<file path="config.mk">
export PLATFORM = sky130hd
export DESIGN_NAME = clk_div_monitor
export DESIGN_NICKNAME = d
export VERILOG_FILES = /design/src/rtl/clk_div_monitor.sv
export SDC_FILE = /design/constraint.sdc
export NUM_CORES = 1
export LEC_CHECK = 0
export ABC_CLOCK_PERIOD_IN_PS = 3710
export CAP_MARGIN = 5
export CORE_MARGIN = 2
export CORE_UTILIZATION = 52
export CTS_CLUSTER_SIZE = 10
export DETAILED_ROUTE_END_ITERATION = 7
export PLACE_DENSITY = 0.86
export SYNTH_ARGS = -nofsm -noshare
export SYNTH_HDL_FRONTEND = slang
export SYNTH_SLANG_ARGS = --single-unit
</file>
<file path="constraint.sdc">
create_clock -name clk -period 3.71 [get_ports clk]
set_clock_uncertainty 0.05 [all_clocks]
set_input_delay 0.371 -clock clk [delete_from_list [all_inputs] [get_ports clk]]
set_output_delay 0.371 -clock clk [all_outputs]
set_load 0.02 [all_outputs]
</file>
<file path="src/rtl/clk_div_monitor.sv">
// Period / duty-cycle checker for one divided clock sampled in its source clk domain.
// Optional DIV_MON_SYNC_EN: adds a 2-flop synchronizer on div_in before edge detect.
module clk_div_monitor #(
    parameter int CNT_W    = 8,
    parameter int LOCK_CNT = 4,
    parameter int ERR_W    = 8
) (
    input  logic             clk,
    input  logic             rstn,
    input  logic             div_in,
    input  logic [CNT_W-1:0] exp_div,
    input  logic             clr,
    output logic [CNT_W-1:0] meas_div,
    output logic [CNT_W-1:0] meas_high,
    output logic             meas_valid,
    output logic             locked,
    output logic             mismatch,
    output logic             stall,
    output logic [ERR_W-1:0] err_cnt
);
    // state     | meaning
    // ST_IDLE   | waiting for a first rising edge, nothing measured yet
    // ST_ACQ    | one edge seen, next edge gives the first full period
    // ST_TRACK  | measuring and checking every period, not yet locked
    // ST_LOCKED | LOCK_CNT consecutive periods passed the check

    typedef enum logic [1:0] {ST_IDLE, ST_ACQ, ST_TRACK, ST_LOCKED} state_t;

    localparam int               MATCH_W  = 5;
    localparam logic [CNT_W-1:0] CNT_MAX  = '1;
    localparam logic [ERR_W-1:0] ERR_MAX  = '1;
    localparam logic [CNT_W-1:0] CNT_ONE  = CNT_W'(1);
    localparam logic [MATCH_W-1:0] LOCK_TGT = MATCH_W'(LOCK_CNT);

    state_t             state;
    logic               div_s;
    logic               div_q;
    logic               rise;
    logic               fall;
    logic [CNT_W-1:0]   period_cnt;
    logic [CNT_W-1:0]   high_cnt;
    logic [MATCH_W-1:0] match_cnt;
    logic [MATCH_W-1:0] match_nxt;
    logic [CNT_W:0]     high_x2;
    logic               check_pass;
    logic               period_sat;

`ifdef DIV_MON_SYNC_EN
    logic sync_q1;
    logic sync_q2;

    always_ff @(posedge clk or negedge rstn) begin
        if (!rstn) begin
            sync_q1 <= 1'b0;
            sync_q2 <= 1'b0;
        end else begin
            sync_q1 <= div_in;
            sync_q2 <= sync_q1;
        end
    end

    assign div_s = sync_q2;
`else
    assign div_s = div_in;
`endif

    assign rise = div_s & ~div_q;
    assign fall = ~div_s & div_q;

    always_ff @(posedge clk or negedge rstn) begin
        if (!rstn) begin
            div_q      <= 1'b0;
            period_cnt <= '0;
            high_cnt   <= '0;
            meas_high  <= '0;
        end else begin
            div_q <= div_s;
            if (rise)
                period_cnt <= CNT_ONE;
            else if (period_cnt != CNT_MAX)
                period_cnt <= period_cnt + 1'b1;
            if (rise)
                high_cnt <= CNT_ONE;
            else if (div_s && (high_cnt != CNT_MAX))
                high_cnt <= high_cnt + 1'b1;
            if (fall)
                meas_high <= high_cnt;
        end
    end

    // meas_high still holds the high time latched at the fall inside the period just ending
    assign high_x2    = {meas_high, 1'b0};
    assign check_pass = (period_cnt == exp_div) && (high_x2 == {1'b0, period_cnt});
    assign period_sat = (period_cnt == CNT_MAX);
    assign match_nxt  = match_cnt + 1'b1;

    always_ff @(posedge clk or negedge rstn) begin
        if (!rstn) begin
            state      <= ST_IDLE;
            meas_div   <= '0;
            meas_valid <= 1'b0;
            locked     <= 1'b0;
            mismatch   <= 1'b0;
            stall      <= 1'b0;
            err_cnt    <= '0;
            match_cnt  <= '0;
        end else begin
            meas_valid <= 1'b0;
            mismatch   <= 1'b0;
            if (clr) begin
                state     <= ST_IDLE;
                locked    <= 1'b0;
                stall     <= 1'b0;
                err_cnt   <= '0;
                match_cnt <= '0;
            end else if (rise) begin
                if (state == ST_IDLE) begin
                    state <= ST_ACQ;
                end else begin
                    meas_div   <= period_cnt;
                    meas_valid <= 1'b1;
                    if (exp_div == '0) begin
                        state     <= ST_TRACK;
                        locked    <= 1'b0;
                        match_cnt <= '0;
                    end else if (check_pass) begin
                        // locked follows the LOCKED state one cycle later
                        locked <= (state == ST_LOCKED);
                        if (match_nxt >= LOCK_TGT) begin
                            match_cnt <= LOCK_TGT;
                            state     <= ST_LOCKED;
                        end else begin
                            match_cnt <= match_nxt;
                            state     <= ST_TRACK;
                        end
                    end else begin
                        mismatch  <= 1'b1;
                        locked    <= 1'b0;
                        match_cnt <= '0;
                        state     <= ST_TRACK;
                        if (err_cnt != ERR_MAX)
                            err_cnt <= err_cnt + 1'b1;
                    end
                end
            end else if (period_sat && (state != ST_IDLE)) begin
                state     <= ST_IDLE;
                stall     <= 1'b1;
                locked    <= 1'b0;
                match_cnt <= '0;
            end else begin
                locked <= (state == ST_LOCKED);
            end
        end
    end

endmodule

</file>
==> Yosys cells after proc, flatten, opt, wreduce, memory -nomap -nowiden <==
Index checks and enable logic that the tools add are counted.
{ "classes": {"n_addsub": 4, "n_mul": 0, "div_mod_pow": 0, "magnitude_cmp": 1, "n_eq_ne": 12, "shifts": 0, "muxes": 41, "n_bitwise": 6, "reduce_logical": 16} }
{ "ops": {"columns": ["op", "count"], "rows": [
  ["$mux 8", 10],
  ["$mux 5", 7],
  ["$add 8x1->8 const B", 3],
  ["$ne 8x8->1 const B", 3],
  ["$mux 1", 18],
  ["$mux 2", 6],
  ["$reduce_bool 2->1", 6],
  ["$eq 9x8->1", 1],
  ["$eq 8x8->1", 1],
  ["$eq 8x8->1 const B", 1],
  ["$logic_not 8->1", 1],
  ["$ne 2x2->1 const B", 4],
  ["$add 5x1->5 const B", 1],
  ["$ge 5x3->1 const B", 1],
  ["$reduce_and 5->1", 1],
  ["$not 1->1", 4],
  ["$reduce_and 2->1", 2],
  ["$logic_and 1x1->1", 3],
  ["$ne 3x3->1 const B", 1],
  ["$reduce_and 3->1", 1],
  ["$reduce_bool 3->1", 1],
  ["$and 1x1->1", 2],
  ["$eq 2x2->1 const B", 1],
  ["$logic_not 2->1", 1]
]} }
{ "totals": {"reg_bits": 52, "latchBits": 0, "ram_bits": 0, "rom_bits": 0, "elab_cells": 92, "n_memories": 0} }

==> Longest topological paths before layout <==
Gate-level depths: netlist of run 1.
{ "logic_depth": {"depth_word": 8, "ltp_mapped": 8, "depth_no_buf": 6} }

==> Worst setup path after synthesis of run 1 <==
OpenSTA, ideal clock, no wires.
{ "synth_timing": {"path_type": "flip-flop to flip-flop", "from": "reg meas_high[3]", "to": "reg err_cnt[6]", "setup_ps": 125, "arrival_time_ps": 1665, "required_time_ps": 3535, "slack_ps": 1870, "stages_incl_launch_ff": 7, "n_path_buf": 1, "synth_period_minus_slack_ps": 1840, "path_cell_list": "dfrtp_1 and3_1 o22ai_1 nor4_4 buf_6 nor3_1 mux2_4"} }
{ "synth_between": {"elab_chain_len": 4} }
{ "synth_rtl": {"columns": ["item", "line_no", "rtl"], "rows": [
  ["start, declared", "14", "output logic [CNT_W-1:0] meas_high,"],
  ["start signal, assigned", "87", "meas_high <= high_cnt;"],
  ["$eq 9x8->1", "93", "assign check_pass = (period_cnt == exp_div) && (high_x2 == {1'b0, period_cnt});"],
  ["$logic_and 1x1->1", "93", null],
  ["$ne 2x2->1 (no source line)", null, null],
  ["$reduce_and 5->1 (no source line)", null, null],
  ["end signal, assigned", "142", "err_cnt <= err_cnt + 1'b1;"],
  ["end, declared", "19", "output logic [ERR_W-1:0] err_cnt"]
]} }
No other way between the ends.
A chain may end at the register's enable or synchronous reset.

==> Final worst setup path of run 1 <==
{ "layout_timing": {"from": "in div_in", "to": "reg err_cnt[4]"} }
{ "layout_between": {"elab_chain_len": 3} }
{ "layout_rtl": {"columns": ["item", "line_no", "rtl"], "rows": [
  ["start, declared", "10", "input logic div_in,"],
  ["$and 1x1->1", "67", "assign rise = div_s & ~div_q;"],
  ["$reduce_bool 2->1 (no source line)", null, null],
  ["$reduce_and 5->1 (no source line)", null, null]
]} }
No other way between the ends.

==> impl_metrics.env, run 1 <==
export IMPL_powerDensity_nw_per_um2=462
export IMPL_rsz0062_at_grt="no"
export IMPL_synth_edf_count=0
export IMPL_drive_gt1_share_pct=10.4
export IMPL_post_synth_top_count_cell="dfrtp_1"
export IMPL_syn_nets=256
export IMPL_fp_dieH_um=74.1
export IMPL_grt_pass1_wl_mm=8.80
export IMPL_ys_top_cells_by_count="dfrtp_1, nor2_1, nand2_1, and3_1, nor3_1"
export IMPL_drt_met1_wl_mm=2.34
export IMPL_r2r_cells=6
export IMPL_highest_layer="met4"
export IMPL_synth_area_sq_um=2550
export IMPL_tritoncts="yes"
export IMPL_cp_required_ns=3.88
export IMPL_status="completed"
export IMPL_dr_wl_met2_mm=2.60
export IMPL_synth_cell_types=42
export IMPL_cp_slowest_cell="clkdlybuf4s50_1"
export IMPL_synth_area_top_cells="dfrtp_1, mux2_2, nor2_1"
export IMPL_setup_viol=0
export IMPL_die_w_um=74.1
export IMPL_synth_simple_gate_area_share_pct=21.8
export IMPL_wl_met3_um=259
export IMPL_muxShareOfSynthArea_pct=9.89
export IMPL_synth_async_reset_ratio_pct=100
export IMPL_finalCritPeriodShare_pct=61.6
export IMPL_power_leakage_nw=1.41
export IMPL_rrSetupSlack_ns=1.51
export IMPL_syn_instance_count=239
export IMPL_yosysTopAreaCellShare_pct=50.9
export IMPL_vias=1957
export IMPL_fin_util_pct=65.7
export IMPL_htree_levels=2
export IMPL_fin_crit_ns=2.28
export IMPL_drtPass1Iterations=4
export IMPL_critPathKind="in -> reg"
export IMPL_synth_top_family_by_area="simple AND/OR/NAND/NOR gates"
export IMPL_finalMaxSlewViolations=0
export IMPL_cap_violations=0
export IMPL_dp_cells=338
export IMPL_num_rows=25
export IMPL_yosysTopAreaCell="dfrtp_1"
export IMPL_detailed_place_hpwl_mm=3.73
export IMPL_cp_max_fo=7
export IMPL_antenna_found_initial=0
export IMPL_coreArea_sq_um=4720
export IMPL_startpoint_type="input port"
export IMPL_hp_class="in -> async"
export IMPL_irDropWorstVdd_v=0.000302
export IMPL_overflow=0
export IMPL_drtIter0Drc=148
export IMPL_yosys_area_share_adder_pct=2.45
export IMPL_place_gp_congestion=0.810
export IMPL_grt_max_degree=53
export IMPL_cts_reportedPaths_clkPinSlew_ns=0.09
export IMPL_ant_nets=0
export IMPL_ys_seq_area_share_pct=50.9
export IMPL_viasPerCell=5.66
export IMPL_stdcell_count=346
export IMPL_synthToLayoutAreaGrowth_pct=21.5
export IMPL_synth_compound_area_share_pct=8.67
export IMPL_cts_root_buf="clkbuf_8"
export IMPL_num_nets_final=295
export IMPL_wirelength_mm=5.26
export IMPL_crit_chain="clkdlybuf4s50_1 > nor2b_1 > o211a_1 > nand2_1 > or4_1 > a21oi_1"
export IMPL_tns_ns=0
export IMPL_io_pin_count=40
export IMPL_slowest_delay_ns=0.59
export IMPL_tightest_slew_ns=0.768
export IMPL_start_util_pct=54.1
export IMPL_relSlewSlack_pct=48.7
export IMPL_finalHoldViolCount=0
export IMPL_yosysWarnings=0
export IMPL_synth_seq_cells=52
export IMPL_cts_resized=0
export IMPL_cp_arrival_ns=2.45
export IMPL_fmax_ghz=0.438
export IMPL_avgSynthCellArea_sq_um=10.7
export IMPL_grt_use_total_pct=20.9
export IMPL_port_buffers=39
export IMPL_cts_buffers=5
export IMPL_cts_setup_buffers=0
export IMPL_cts_buffer_depth=2
export IMPL_hold_buffers=0
export IMPL_drc_errors=0
export IMPL_grt_pass1_vias=1836
export IMPL_route_detailed_wl_per_inst_um=15.2
export IMPL_synth_xor_area_share_pct=3.77
export IMPL_worstSkewPairLatency_ns=0.30
export IMPL_synth_ff_type="dfrtp_1"
export IMPL_die_area_sq_um=5490
export IMPL_end_kind="flip-flop"
export IMPL_cts_sinks=52
export IMPL_antenna_cells=0
sequential cells by signal, indices dropped and copies added, names as in the netlist:
register	cells
div_q	1
err_cnt	8
high_cnt	8
locked	1
match_cnt	5
meas_div	8
meas_high	8
meas_valid	1
mismatch	1
period_cnt	8
stall	1
state	2
final timing paths:
check                          endpoint          start
max in group asynchronous    meas_valid           rstn
min                        match_cnt[3]           rstn
min in group clk            meas_div[7]    meas_div[7]
max reg2reg                match_cnt[1]  period_cnt[1]
min reg2reg                 meas_div[7]    meas_div[7]
max                          err_cnt[4]         div_in
logic make-up after synthesis:
group                      after synthesis
DFF                                     52
adders and majority gates                5
xor gates and xnor gates                11
AOI/OAI and AO/OA                       33
muxes                                   22
and+or+nand+nor                        102
buffers and inverters                   14
metrics by stage:
| step | setup slack, ns | power, mW | cell area (sq um) | hold slack [ns] |
|---|---|---|---|---|
| 2_1_floorplan | 1.87 | 0.899 | 2550 | 0.0254 |
| 4_1_cts | 1.44 | 1.45 | 3110 | 0.139 |
| 5_1_grt | 1.29 | 1.51 | 3110 | 0.174 |
| 6_report | 1.43 | 1.43 | 3110 | 0.113 |
| 3_5_place_dp | 1.12 | 1.06 | 2990 | 0.435 |
| 3_3_place_gp | 1.22 | 1.04 | 2990 | 0.431 |
cells in the final DEF (no fill, tap or decap), drive strengths merged, types with 8 or more instances in the layout:
| master | netlist | final |
|---|---|---|
| clkdlybuf4s50 | 0 | 38 |
| nor3 | 13 | 13 |
| nor2 | 23 | 23 |
| dfrtp | 52 | 52 |
| nand3 | 8 | 8 |
| and3 | 13 | 13 |
| mux2 | 20 | 20 |
| nand2 | 15 | 15 |
| a21oi | 8 | 8 |
per-layer routing:
metal	vias up	GRT usage, %
met5	-	0
met4	0	6.87
met3	8	5.01
met2	51	33.5
met1	947	28.1
li1	951	-
final cells by class:
type,count,area [sq um]
multi-input cells,173,1190
fillers,363,1620
clock buffers,5,68.8
inverters,5,18.8
well taps,67,83.8
clock inverters,3,42.5
repair buffers,41,400
flip-flops and latches,52,1300
worst max-delay path, delay by kind of cell:
family | cells | cell delay (ns)
buf+inv | 1 | 0.59
compound gates | 2 | 0.43
simple gates | 3 | 1.05
power by group:
part	total (mW)	switching, mW	internal (mW)
Combinational	0.323	0.161	0.162
Sequential	0.726	0.0855	0.640
Clock	0.385	0.185	0.200
Total	1.43	0.432	1.00
Note: power is estimated with default switching activity, not from simulation.
==> run 2, diff against run 1 <==
--- a/config.mk
+++ b/config.mk
@@ -5,7 +5,7 @@
 export SDC_FILE = /design/constraint.sdc
 export NUM_CORES = 1
 export LEC_CHECK = 0
-export ABC_CLOCK_PERIOD_IN_PS = 3710
+export ABC_CLOCK_PERIOD_IN_PS = 2200
 export CAP_MARGIN = 5
 export CORE_MARGIN = 2
 export CORE_UTILIZATION = 52
==> constraint.sdc (replaced) <==
create_clock -name clk -period 2.2 [get_ports clk]
set_clock_uncertainty 0.05 [all_clocks]
set_input_delay 0.22 -clock clk [delete_from_list [all_inputs] [get_ports clk]]
set_output_delay 0.22 -clock clk [all_outputs]
set_load 0.02 [all_outputs]
==> run 2 against run 1 <==
Net effect:
- combinational power up 71%
- die area is the same
- sequential cell count is the same
- worst setup slack worse by 1.2 ns
- first-iteration DRC count shrank 10%
- clock power up 44%
- critical path depth unchanged
- via count grew 2.1%
- final area is 1.8% higher
- sequential power up 68%
- largest cell class unchanged
==> impl_metrics.env, run 2 (same netlist as run 1, synthesis figures left out) <==
export IMPL_hold_end="meas_div[7]"
export IMPL_irDropWorstVdd_v=0.000579
export IMPL_cts_buffers=5
export IMPL_cts_sinks=52
export IMPL_mostFrequentLayoutCells="dfrtp_1, clkdlybuf4s50_1, nor2_1"
export IMPL_hold_buffers=1
export IMPL_worstSkewPairLatency_ns=0.30
export IMPL_status="completed"
export IMPL_drtPass1Iterations=4
export IMPL_fin_ws_ns=0.198
export IMPL_die_w_um=74.1
export IMPL_num_rows=25
export IMPL_synthToLayoutAreaGrowth_pct=23.8
export IMPL_finalHoldWorstSlack_ns=0.446
export IMPL_cts_root_buf="clkbuf_8"
export IMPL_cts_reportedPaths_clkPinSlew_ns=0.09
export IMPL_min_from="meas_div[7]"
export IMPL_slowest_delay_ns=0.49
export IMPL_cp_slowest_cell="or4_1"
export IMPL_multi_input_area_sq_um=1190
export IMPL_relSlewSlack_pct=56.7
export IMPL_critPathKind="reg -> reg"
export IMPL_cp_required_ns=2.38
export IMPL_p_switching_uw=714
export IMPL_drtIter0Drc=133
export IMPL_r2r_start="period_cnt[7]"
export IMPL_powerDensity_nw_per_um2=735
export IMPL_finalCritPeriodShare_pct=91.0
export IMPL_wirelength_mm=5.16
export IMPL_port_buffers=39
export IMPL_r2r_end="err_cnt[7]"
export IMPL_pwr_share_comb_pct=23.8
export IMPL_startpoint_type="flip-flop"
export IMPL_tritoncts="yes"
export IMPL_whs_path_depth=1
export IMPL_cts_buffer_depth=2
export IMPL_coreArea_sq_um=4720
export IMPL_drc_errors=0
export IMPL_seqPwrFrac_pct=52.4
export IMPL_ant_nets=0
export IMPL_rrSetupSlack_ns=0.20
export IMPL_finalPower_mw=2.32
export IMPL_p_sw_share_pct=30.7
export IMPL_crit_chain="and3_1 > o22ai_1 > nor4_4 > buf_12 > or4_1 > a21oi_1"
export IMPL_finalMaxSlewViolations=0
export IMPL_io_pin_count=40
export IMPL_start_util_pct=54.1
export IMPL_detailed_place_hpwl_mm=3.77
export IMPL_p_clk_share_pct=23.8
export IMPL_overflow=0
export IMPL_tns_ns=0
export IMPL_antenna_cells=0
export IMPL_cts_resized=0
export IMPL_hp_class="reg -> reg"
export IMPL_dp_slack_ns=0.0446
export IMPL_regArea_sq_um=1300
export IMPL_grt_use_total_pct=21.2
export IMPL_viasPerCell=5.64
export IMPL_power_internal_mw=1.61
export IMPL_cp_max_fo=14
export IMPL_fp_dieH_um=74.1
export IMPL_cp_arrival_ns=2.18
export IMPL_die_area_sq_um=5490
export IMPL_stdcell_area_sq_um=3160
export IMPL_finalHoldViolCount=0
export IMPL_cts_setup_buffers=0
export IMPL_r2r_cells=6
export IMPL_end_kind="flip-flop"
export IMPL_place_area_sq_um=3060
export IMPL_htree_levels=2
export IMPL_final_common_cell="dfrtp_1"
export IMPL_fmax_ghz=0.499
export IMPL_power_leakage_nw=1.45
export IMPL_fin_crit_ns=2.00
export IMPL_rsz0062_at_grt="no"
export IMPL_antenna_found_initial=0
export IMPL_drive_gt1_share_pct=12.5
export IMPL_setup_viol=0
export IMPL_route_detailed_wl_per_inst_um=14.6
export IMPL_num_nets_final=303
export IMPL_vias=1998
export IMPL_nFillCells=371
export IMPL_grt_pass1_vias=1864
export IMPL_grt_pass1_wl_mm=8.84
export IMPL_cap_violations=0
export IMPL_tightest_slew_ns=0.649
export IMPL_grt_max_degree=53
export IMPL_place_gp_congestion=0.833
-- run 2: cell type report --
| type | instances | share of cell area (%) |
|---|---|---|
| inverter | 5 | 0.594 |
| timing repair buffer | 49 | 15.0 |
| clock inverter | 2 | 0.317 |
| tap | 67 | 2.65 |
| clock buffer | 6 | 2.61 |
| sequential | 52 | 41.2 |
| multi-input combinational | 173 | 37.6 |
-- run 2: stage by stage --
stage	util, %	instances
after global placement	64.8	345
after global routing	66.9	354
after floorplan	-	239
after detailed placement	64.8	345
final	66.9	354
after CTS	66.9	354
-- run 2: power by group through the flow --
stage                     clock network [mW]  logic, mW  registers, mW
after floorplan                            0      0.237           1.28
after global placement                     0      0.533           1.23
after detailed placement                   0      0.552           1.23
after CTS                              0.577      0.558           1.22
after global routing                   0.612      0.601           1.24
final                                  0.554      0.552           1.22
-- run 2: worst max path at each step --
stage	startpoint	end	slack [ns]	cells after the start
3_5_place_dp	exp_div[7]	err_cnt[7]	0.04	7
5_1_grt	period_cnt[7]	err_cnt[4]	0.1	6
4_1_cts	period_cnt[7]	err_cnt[4]	0.20	6
6_report	period_cnt[7]	err_cnt[7]	0.20	6
3_3_place_gp	exp_div[3]	err_cnt[4]	0.10	7
2_1_floorplan	meas_high[3]	err_cnt[6]	0.36	6
-- run 2: worst max-delay path: cells and delay by family, from the launching register on --
family	cells	cell delay, ns
buf+inv	1	0.16
simple gates	3	0.78
flops	1	0.47
compound gates	2	0.48
-- run 2: metal layers --
layer  part of all wire [%]  wire length, um  global-route usage [%]  vias to the layer above
met3                    5.0              258                    5.15                        6
met5                      0                0                       0                        -
met2                     49             2520                    32.4                       52
li1                       -                -                       -                      951
met4                    1.2               61                    6.67                        0
met1                     45             2320                    30.1                      989
==> run 3, diff against run 2 <==
--- a/config.mk
+++ b/config.mk
@@ -7,11 +7,14 @@
 export LEC_CHECK = 0
 export ABC_CLOCK_PERIOD_IN_PS = 2200
 export CAP_MARGIN = 5
+export CELL_PAD_IN_SITES_DETAIL_PLACEMENT = 1
+export CELL_PAD_IN_SITES_GLOBAL_PLACEMENT = 2
 export CORE_MARGIN = 2
-export CORE_UTILIZATION = 52
+export CORE_UTILIZATION = 34
 export CTS_CLUSTER_SIZE = 10
 export DETAILED_ROUTE_END_ITERATION = 7
 export PLACE_DENSITY = 0.86
+export SLEW_MARGIN = 15
 export SYNTH_ARGS = -nofsm -noshare
 export SYNTH_HDL_FRONTEND = slang
 export SYNTH_SLANG_ARGS = --single-unit
==> run 3 against run 2 <==
Net effect:
- sequential power barely moved
- worst setup slack improved by 0.073 ns
- fmax rose by 3.8%
- global-route usage fell by 5.6 points
- largest cell class unchanged
- first-iteration DRC count fell by 74%
- core utilization fell by 23 points
- highest routed layer unchanged
- critical path depth did not move
==> impl_metrics.env, run 3 (same netlist as run 1, synthesis figures left out) <==
export IMPL_status="completed"
export IMPL_ant_nets=0
export IMPL_overflow=0
export IMPL_p_clk_share_pct=22.8
export IMPL_antenna_found_initial=0
export IMPL_detailed_place_hpwl_mm=4.57
export IMPL_cp_max_fo=14
export IMPL_cts_reportedPaths_clkPinSlew_ns=0.09
export IMPL_die_area_sq_um=8220
export IMPL_fp_dieH_um=90.7
export IMPL_drive_gt1_share_pct=12.2
export IMPL_cap_violations=0
export IMPL_wirelength_mm=6.15
export IMPL_power_leakage_nw=1.44
export IMPL_p_sw_share_pct=31.5
export IMPL_critPathKind="reg -> reg"
export IMPL_cts_buffer_depth=2
export IMPL_port_buffers=39
export IMPL_end_kind="flip-flop"
export IMPL_nFillCells=820
export IMPL_place_area_sq_um=3110
export IMPL_startpoint_type="flip-flop"
export IMPL_setup_viol=0
export IMPL_hp_class="in -> async"
export IMPL_relSlewSlack_pct=57.0
export IMPL_antenna_cells=0
export IMPL_cp_required_ns=2.39
export IMPL_synthToLayoutAreaGrowth_pct=25.0
export IMPL_tns_ns=0
export IMPL_worstSkewPairLatency_ns=0.30
export IMPL_cts_resized=0
export IMPL_final_common_cell="dfrtp_1"
export IMPL_cts_sinks=52
export IMPL_finalCritPeriodShare_pct=87.7
export IMPL_mostFrequentLayoutCells="dfrtp_1, clkdlybuf4s50_1, nor2_1"
export IMPL_drc_errors=0
export IMPL_drtPass1Iterations=4
export IMPL_finalHoldWorstSlack_ns=0.340
export IMPL_io_pin_count=40
export IMPL_seqPwrFrac_pct=52.9
export IMPL_grt_pass1_wl_mm=10.4
export IMPL_stdcell_area_sq_um=3190
export IMPL_finalHoldViolCount=0
export IMPL_cp_arrival_ns=2.11
export IMPL_die_w_um=90.7
export IMPL_finalMaxSlewViolations=0
export IMPL_pwr_share_comb_pct=24.3
export IMPL_grt_use_total_pct=15.6
export IMPL_fmax_ghz=0.518
export IMPL_tritoncts="yes"
export IMPL_tightest_slew_ns=0.646
export IMPL_r2r_end="err_cnt[4]"
export IMPL_cts_buffers=5
export IMPL_grt_pass1_vias=2093
export IMPL_power_internal_mw=1.58
export IMPL_coreArea_sq_um=7250
export IMPL_drtIter0Drc=35
export IMPL_fin_crit_ns=1.93
export IMPL_num_nets_final=304
export IMPL_route_detailed_wl_per_inst_um=15.9
export IMPL_vias=2006
export IMPL_htree_levels=2
export IMPL_r2r_cells=6
export IMPL_powerDensity_nw_per_um2=721
export IMPL_place_gp_congestion=0.756
export IMPL_start_util_pct=35.2
export IMPL_irDropWorstVdd_v=0.000371
export IMPL_rrSetupSlack_ns=0.27
export IMPL_rsz0062_at_grt="no"
export IMPL_r2r_start="period_cnt[7]"
export IMPL_grt_max_degree=21
export IMPL_cts_root_buf="clkbuf_8"
export IMPL_num_rows=31
export IMPL_viasPerCell=5.20
export IMPL_p_switching_uw=724
[run 3: cell count changes in the layout (fill, tap and decap cells not counted)]
cell and delta:
buf_4 +1, clkbuf_1 +1, clkbuf_8 -1, clkinv_2 -1
[run 3: worst max path at each step]
stage                       start            to  slack [ns]  cells after the start
floorplan            meas_high[3]    err_cnt[6]        0.36                      6
global placement       exp_div[4]    err_cnt[4]        0.09                      7
detailed placement     exp_div[2]    err_cnt[0]        0.07                      7
CTS                 period_cnt[7]    err_cnt[4]        0.25                      6
global route        period_cnt[1]  match_cnt[1]        0.18                      6
finish              period_cnt[7]    err_cnt[4]        0.27                      6
[run 3: critical path, stage by stage, from the launching register on]
cell	delay (ns)
dfrtp_1	0.46
and3_1	0.20
o22ai_1	0.27
nor4_4	0.09
buf_12	0.15
or4_1	0.50
a21oi_1	0.15
[run 3: repair_timing]
item / CTS / global route
hold endpoints to repair: 18 / 0
hold buffers: 1 / 0
setup buffers: 0 / 0
[run 3: stage by stage]
stage               utilization [%]  setup WS, ns  total power [mW]  std cells
finish                         44.0         0.271              2.30        386
global route                   44.0         0.182              2.43        386
floorplan                         -         0.360              1.52        239
detailed placement             42.8        0.0730              1.80        378
global placement               42.8        0.0871              1.78        378
CTS                            44.0         0.251              2.34        386
[run 3: per-layer routing]
metal,share of wire (%),global-route usage [%]
met1,48,20.1
met2,49,27.1
met3,3.3,2.92
met4,0.47,3.46
met5,0,0
[run 3: power groups by stage]
stage	clock [mW]	combinational, mW	sequential [mW]
global route	0.579	0.608	1.24
global placement	0	0.542	1.24
floorplan	0	0.237	1.28
CTS	0.547	0.569	1.22
detailed placement	0	0.558	1.24
finish	0.525	0.558	1.22
[run 3: layout make-up]
type                    instances  area (sq um)  share of cell area, %
inverters                       5          18.8                  0.588
well taps                      99           124                   3.88
flip-flops and latches         52          1300                   40.7
clock inverters                 1          5.00                  0.157
repair buffers                 50           483                   15.1
multi-input cells             173          1190                   37.3
clock buffers                   6          72.6                   2.27
